==> src/rtl/cordic_iter.sv <==
// rtl/cordic_iter.sv - iterative CORDIC engine, rotation (sin/cos) and vectoring (arctan)
// One micro-rotation per clock; gain is compensated by 155/256 on the way out.
module cordic_iter #(
  parameter int ITER = 12
) (
  input  logic        clk,
  input  logic        rst_n,
  input  logic        valid_in,
  input  logic [3:0]  select,
  input  logic [23:0] x_in,
  input  logic [23:0] y_in,
  input  logic [23:0] z_in,
  output logic        ready,
  output logic [23:0] x_out,
  output logic [23:0] y_out,
  output logic [23:0] z_out,
  output logic        valid_out,
  output logic        mode_out,
  output logic        err_out,
  output logic        overrun
);

  typedef enum logic [1:0] {S_IDLE, S_ITER, S_COMP} state_t;

  localparam logic [3:0] LAST = 4'(ITER - 1);

  state_t             state_q, state_d;
  logic [3:0]         i_q, i_d;
  logic signed [25:0] x_q, x_d, y_q, y_d, z_q, z_d;
  logic               mode_q, mode_d;
  logic               err_q, err_d;
  logic [23:0]        x_out_q, x_out_d, y_out_q, y_out_d, z_out_q, z_out_d;
  logic               valid_q, valid_d;
  logic               mode_out_q, mode_out_d;
  logic               err_out_q, err_out_d;
  logic               ovr_q, ovr_d;

  logic signed [25:0] x_sh, y_sh, atan_i;
  logic               d_pos;
  logic signed [34:0] x_prod, y_prod;
  logic               sel_unused;

  assign sel_unused = ^select[2:0];

  function automatic logic signed [25:0] atan_lut(input logic [3:0] idx);
    case (idx)
      4'd0:    atan_lut = 26'sd11520;
      4'd1:    atan_lut = 26'sd6801;
      4'd2:    atan_lut = 26'sd3593;
      4'd3:    atan_lut = 26'sd1824;
      4'd4:    atan_lut = 26'sd916;
      4'd5:    atan_lut = 26'sd458;
      4'd6:    atan_lut = 26'sd229;
      4'd7:    atan_lut = 26'sd115;
      4'd8:    atan_lut = 26'sd57;
      4'd9:    atan_lut = 26'sd29;
      4'd10:   atan_lut = 26'sd14;
      4'd11:   atan_lut = 26'sd7;
      default: atan_lut = 26'sd0;
    endcase
  endfunction

  function automatic logic [23:0] sat24(input logic signed [26:0] v);
    if (v > 27'sd8388607)
      sat24 = 24'h7FFFFF;
    else if (v < -27'sd8388608)
      sat24 = 24'h800000;
    else
      sat24 = v[23:0];
  endfunction

  // Rotation drives z toward 0; vectoring drives y toward 0.
  assign d_pos  = mode_q ? y_q[25] : ~z_q[25];
  assign x_sh   = x_q >>> i_q;
  assign y_sh   = y_q >>> i_q;
  assign atan_i = atan_lut(i_q);
  assign x_prod = $signed({{9{x_q[25]}}, x_q}) * 35'sd155;
  assign y_prod = $signed({{9{y_q[25]}}, y_q}) * 35'sd155;

  always_comb begin
    state_d    = state_q;
    i_d        = i_q;
    x_d        = x_q;
    y_d        = y_q;
    z_d        = z_q;
    mode_d     = mode_q;
    err_d      = err_q;
    x_out_d    = x_out_q;
    y_out_d    = y_out_q;
    z_out_d    = z_out_q;
    valid_d    = 1'b0;
    mode_out_d = mode_out_q;
    err_out_d  = err_out_q;
    ovr_d      = ovr_q;
    case (state_q)
      S_IDLE: begin
        if (valid_in) begin
          x_d     = {{2{x_in[23]}}, x_in};
          y_d     = {{2{y_in[23]}}, y_in};
          z_d     = {{2{z_in[23]}}, z_in};
          mode_d  = select[3];
          err_d   = ~select[3] &&
                    (($signed(z_in) > 24'sd23040) || ($signed(z_in) < -24'sd23040));
          i_d     = 4'd0;
          state_d = S_ITER;
        end
      end
      S_ITER: begin
        if (d_pos) begin
          x_d = x_q - y_sh;
          y_d = y_q + x_sh;
          z_d = z_q - atan_i;
        end else begin
          x_d = x_q + y_sh;
          y_d = y_q - x_sh;
          z_d = z_q + atan_i;
        end
        i_d = i_q + 4'd1;
        if (i_q == LAST) state_d = S_COMP;
        if (valid_in) ovr_d = 1'b1;
      end
      S_COMP: begin
        x_out_d    = sat24($signed(x_prod[34:8]));
        y_out_d    = sat24($signed(y_prod[34:8]));
        z_out_d    = sat24({z_q[25], z_q});
        mode_out_d = mode_q;
        err_out_d  = err_q;
        valid_d    = 1'b1;
        state_d    = S_IDLE;
        if (valid_in) ovr_d = 1'b1;
      end
      default: state_d = S_IDLE;
    endcase
  end

  always_ff @(posedge clk or negedge rst_n) begin
    if (!rst_n) begin
      state_q    <= S_IDLE;
      i_q        <= 4'd0;
      x_q        <= '0;
      y_q        <= '0;
      z_q        <= '0;
      mode_q     <= 1'b0;
      err_q      <= 1'b0;
      x_out_q    <= '0;
      y_out_q    <= '0;
      z_out_q    <= '0;
      valid_q    <= 1'b0;
      mode_out_q <= 1'b0;
      err_out_q  <= 1'b0;
      ovr_q      <= 1'b0;
    end else begin
      state_q    <= state_d;
      i_q        <= i_d;
      x_q        <= x_d;
      y_q        <= y_d;
      z_q        <= z_d;
      mode_q     <= mode_d;
      err_q      <= err_d;
      x_out_q    <= x_out_d;
      y_out_q    <= y_out_d;
      z_out_q    <= z_out_d;
      valid_q    <= valid_d;
      mode_out_q <= mode_out_d;
      err_out_q  <= err_out_d;
      ovr_q      <= ovr_d;
    end
  end

  assign ready     = (state_q == S_IDLE);
  assign x_out     = x_out_q;
  assign y_out     = y_out_q;
  assign z_out     = z_out_q;
  assign valid_out = valid_q;
  assign mode_out  = mode_out_q;
  assign err_out   = err_out_q;
  assign overrun   = ovr_q;

endmodule

==> config.mk <==
export PLATFORM = sky130hd
export DESIGN_NAME = cordic_iter
export DESIGN_NICKNAME = d
export VERILOG_FILES = /design/src/rtl/cordic_iter.sv
export SDC_FILE = /design/constraint.sdc
export NUM_CORES = 1
export LEC_CHECK = 0
export BUFFER_PORTS_ARGS = -buffer_cell sky130_fd_sc_hd__buf_2
export CORE_AREA = 10 10 215 217
export DETAILED_ROUTE_END_ITERATION = 12
export DIE_AREA = 0 0 225 227
export GPL_ROUTABILITY_DRIVEN = 0
export HOLD_SLACK_MARGIN = 0.08
export PLACE_DENSITY_LB_ADDON = 0.15
export SLEW_MARGIN = 5
export SYNTH_ARGS = -nofsm -noshare
export SYNTH_HDL_FRONTEND = slang
export SYNTH_SLANG_ARGS = --single-unit
==> constraint.sdc <==
create_clock -name clk -period 6.6 [get_ports clk]
set_input_delay 1.32 -clock clk [delete_from_list [all_inputs] [get_ports clk]]
set_output_delay 1.32 -clock clk [all_outputs]
set_load 0.01 [all_outputs]
# Yosys cells after proc, flatten, opt, wreduce, memory -nomap -nowiden
# Memory sizes are Yosys's and may differ from the RTL's.
# Cells that the tools add are included.
# totals
reg_bits	162
mem_bits_ro	224
input_bits	79
out_inout_bits	77
word_cells	72
n_memories	1
# memory_table
name	words	word_bits	rd	rd_ports_with_merged_regs	write_ports	line_no	text
(no name shown)	16	14	1	0	0	46	case (idx)
# classes
n_addsub	7
multipliers	2
magnitude_cmp	8
eq_ne	5
shifts	2
muxes	22
bitwise	2
n_reduce_logical	9
# op_table
operator	count
26-bit two-way mux	6
26-bit one-hot mux with 2 select lines	3
24-bit two-way mux	6
26-bit adder	3
26-bit subtractor	3
26-bit by 9-bit multiplier with 35-bit output, second input constant	2
27-bit by 24-bit greater-than comparator with 1-bit output, second input constant	2
27-bit by 24-bit < comparator with 1-bit output, second input constant	2
26-bit by 4-bit >>> shifter with 26-bit output	2
26-bit by 24-bit greater-than comparator with 1-bit output, second input constant	1
26-bit by 24-bit < comparator with 1-bit output, second input constant	1
24-bit by 16-bit greater-than comparator with 1-bit output, second input constant	1
24-bit by 16-bit < comparator with 1-bit output, second input constant	1
4-bit one-hot mux with 2 select lines	1
2-bit AND reduction	4
4-bit by 1-bit adder with 4-bit output, second input constant	1
4-bit equality test, second input constant	1
2-bit two-way mux	2
4-bit two-way mux	1
2-bit != test, second input constant	2
2-bit one-hot mux with 2 select lines	1
2-bit by 1-bit equality test with 1-bit output, second input constant	1
2-bit equality test, second input constant	1
2-bit zero test	1
other kinds (6)	8

# Longest topological paths before layout
# logic_depth
ltp_word	4
mapped_depth	28
ltp_nobuf	23

# Worst setup path after synthesis
# OpenSTA, ideal clock, no wires.
# synth_path
path_kind	flip-flop to flip-flop
start	register i_q[0]
end	register z_q[24]
setup_ns	0.134
arrival_ns	5.109
required_time_ns	6.466
path_slack_ns	1.357
stages_incl_launch_ff	24
n_path_buf	5
period_less_slack_ns	5.243
cell_sequence	dfrtp_1 -> buf_6 -> buf_12 -> buf_6 -> inv_2 -> buf_4 -> clkbuf_1 -> ha_1 -> nor2_1 -> a211oi_1 -> a21oi_1 -> nand3_1 -> o31ai_2 -> xnor2_1 -> ha_1 -> and3_1 -> a221o_1 -> o31ai_1 -> o211ai_1 -> a31oi_1 -> o21ai_0 -> a21oi_1 -> xor2_1 -> o21ai_0
# synth_between
elab_chain_cells	4
elab_cells_between_ends	5
cone_classes	add/sub: 2; mux: 2; memory: 1
# synth_rtl
item	line_no	text
start, declared	28	logic [3:0] i_q, i_d;
start signal, assigned	154	i_q <= i_d;
memory 16 x 14 bit *	--	
26-bit adder or 26-bit subtractor (tied branches)	116, 112	
26-bit two-way mux *	109	if (d_pos) begin
26-bit one-hot mux with 2 select lines *	95	case (state_q)
end signal, assigned	157	z_q <= z_d;
end, declared	29	logic signed [25:0] x_q, x_d, y_q, y_d, z_q, z_d;
# Mark *: on every way between the ends. The rest lies on a longest branch, timed or not.
# A chain may end at the register's enable or synchronous reset.

# Final worst setup path
# layout_path
start	register i_q[0]
end	register x_q[22]
# layout_between
elab_chain_cells	4
elab_cells_between_ends	5
cone_classes	add/sub: 2; shift: 1; mux: 2
# layout_rtl
item	line_no	text
26-bit by 4-bit >>> shifter with 26-bit output *	75	assign y_sh = y_q >>> i_q;
26-bit adder or 26-bit subtractor (tied branches)	114, 110	
26-bit two-way mux *	109	
26-bit one-hot mux with 2 select lines *	95	
end signal, assigned	140	x_q <= '0;
end signal, assigned	155	x_q <= x_d;
end, declared	29	
# Marks and branches as above.

==> impl_metrics.toml <==
[run_status]
run_status = "completed"

[yosys]
yosysTopAreaCell = "dfrtp_1"
ys_ff_latch = 162
syn_area_per_cell_um2 = 8.60
synthTopCellsByArea = "dfrtp_1 (18%), ha_1 (14%), fa_1 (13%), inv_1 (6.0%), mux4_2 (5.1%)"
synthCells = 2660
yosysWarnings = 0
synth_ff_type = "dfrtp_1"
synth_nets = 3139
synth_edf_count = 0
seq_area_frac_synth_pct = 17.7
synth.top_cell.area_share_pct = 17.7
syn-cell-area_um2 = 22900
synth.distinct_cells = 83
synthArstFlopShare_pct = 100

[cts]
clock_path_buffers = 2
clock-sinks = 162
ctsResizeCount = 0
insertion_delay_ns = 0.50
htreeDepth = 4
ctsHoldBuffers = 0
numCtsBuffers = 17
post_cts_buffers = 0
clk_pin_slew_ns = 0.08
cts_root_buf = "clkbuf_16"
cts_tree = "done"

[critical_path]
worst_r2r_path_depth = 18
crit_arrival_ns = 6.29
slowest_delay_ns = 0.84
crit_chain = "mux4_1 > mux2i_1 > mux2_2 > ha_1 > nor3b_1 > a31oi_1 > xnor2_1 > ha_1 > a21o_1 > a21o_1 > a2111oi_0 > buf_4 > nor3_1 > o21ai_0 > o211ai_1 > a21oi_1 > xor2_1 > o22ai_1"
crit_fanout = 29
worstSetupStartpointType = "register"
required_ns = 6.95
worstSetupPathType = "reg -> reg"
crit_slowest_cell = "dfrtp_2"
cp-end-kind = "register"

[die]
coreArea_um2 = 41800
start_util_pct = 54.8
die-area_um2 = 51100
io_pins = 156
chipHeight_um = 227
die_width_um = 225
placementRows = 75

[grt]
track_usage_pct = 25.3
antenna_found_initial = 3
grt_pass1_vias = 19900
grt_pass1_wl_um = 104000
overflow = 0
grt_max_degree = 91

[layout]
n_antenna_cell = 0
final_cell_mix = "inv_1 (367), ha_1 (256), nand2_1 (211)"
final_common_cell = "inv_1"
nets = 3261
drive_above_1_share_pct = 12.6
area_growth_pct = 9.13
num-fill-cells = 3727

[detailed_routing]
firstDrtPassIters = 6
ant_nets = 0
num_vias = 19900
initialDrtViolationCount = 1489
drcViolationCount = 0
vias_per_cell = 5.98
wl_per_cell_um = 19.2
routed_wirelength_um = 64100

[placed_design]
dp_hpwl_um = 50400
port_buffers = 152

[worst_hold_path]
hold_path_class = "reg -> reg"
min_path_cells = 1

[run]
maxCapViolations = 0

[sta]
setup_viol = 0
slew_viol_final = 0
max_freq_mhz = 168
rsz0062_at_grt = "no"
worst_slew_pin_slew_ns = 1.08
period_share_pct = 90.0
skew_ns = 0.0129
fin_setup_tns_ns = 0
slew_headroom_pct = 28.0
hold_viol = 0
layout_min_cycle_time_ns = 5.94
## logic make-up (layout without fill, tap and decap cells)
logic type,Yosys count,after routing,share of synthesized area (%)
AOI/OAI and AO/OA,668,668,18.4
xor gates and xnor gates,161,161,6.16
adders and majority gates,400,400,26.6
buffers and inverters,484,619,8.36
DFF,162,162,17.7
muxes,141,141,9.74
and+or+nand+nor,644,644,13.1
## registers in the layout (all words and copies together), names as in the netlist
register and cells:
valid_out 1, state_q 2, y_q 26, z_q 26, overrun 1, err_q 1, z_out 24, x_out 24
mode_q 1, i_q 4, y_out 24, x_q 26, err_out 1, mode_out 1
## layer usage
metal / wire length, um / vias up / GRT usage (%)
li1: - / 9499 / -
met1: 27300 / 9664 / 32.5
met2: 30500 / 651 / 41.8
met3: 4290 / 119 / 4.88
met4: 1860 / 6 / 9.59
met5: 36 / - / 0
## final timing paths
kind                            slack, ns  endpoint    start
worst max-delay path                 0.66   x_q[22]   i_q[0]
worst min-delay path                 0.46   overrun  overrun
worst max register to register       0.66   x_q[22]   i_q[0]
worst min register to register       0.46   overrun  overrun
max in group asynchronous            4.80   z_q[22]    rst_n
min in group asynchronous            0.81  x_out[1]    rst_n
## through the flow
stage	setup WS [ns]	utilization (%)	instance area, um2	hold WS (ns)	instances
floorplan	1.36	-	22900	0.444	2660
global placement	0.845	58.3	24300	0.437	3302
detailed placement	0.752	58.3	24300	0.443	3302
CTS	0.724	59.8	25000	0.461	3334
global route	0.270	59.8	25000	0.483	3334
finish	0.660	59.8	25000	0.458	3334
## synth_stat cells (5+ instances only)
cell	n
a211oi_1	17
buf_2	12
and3_1	32
xnor2_1	93
nor3_1	42
o2bb2ai_1	25
nand4_1	17
and2_1	9
o21a_1	21
clkbuf_1	70
mux4_1	9
dfrtp_1	162
o21bai_1	13
nor2_1	195
inv_1	368
a21boi_0	7
ha_1	257
or3_1	13
o22ai_1	31
o31ai_1	15
a31oi_1	29
fa_1	143
xor2_1	68
buf_4	7
buf_1	16
a21oi_1	201
buf_6	5
o21ai_0	155
mux4_2	52
mux2i_1	65
o211ai_1	9
a21o_1	58
or2_2	10
a211o_1	8
o21ai_1	5
and4_1	5
nor2b_1	31
nand3_1	32
a221o_1	10
nand2_1	211
nand2b_1	23
mux2_2	15
## worst max-delay path: cells and delay by family (launching register included)
kind            cells  cell delay, ns
simple gates        2            0.47
compound gates      8            2.01
fa+ha+maj           2            0.48
flops               1            0.84
mux                 3            1.34
buf+inv             1            0.21
xor+xnor            2            0.40
## area by class of cell
type	count	area (um2)	share of cell area [%]
multi-input combinational	2014	17000	67.9
clock inverter	14	196	0.787
tap	539	674	2.70
clock buffer	18	429	1.72
sequential	162	4060	16.3
timing repair buffer	214	1240	4.99
inverter	373	1400	5.61
Power is not shown: default switching activity piles up to over one toggle a cycle in this logic, so the estimate is an artifact.
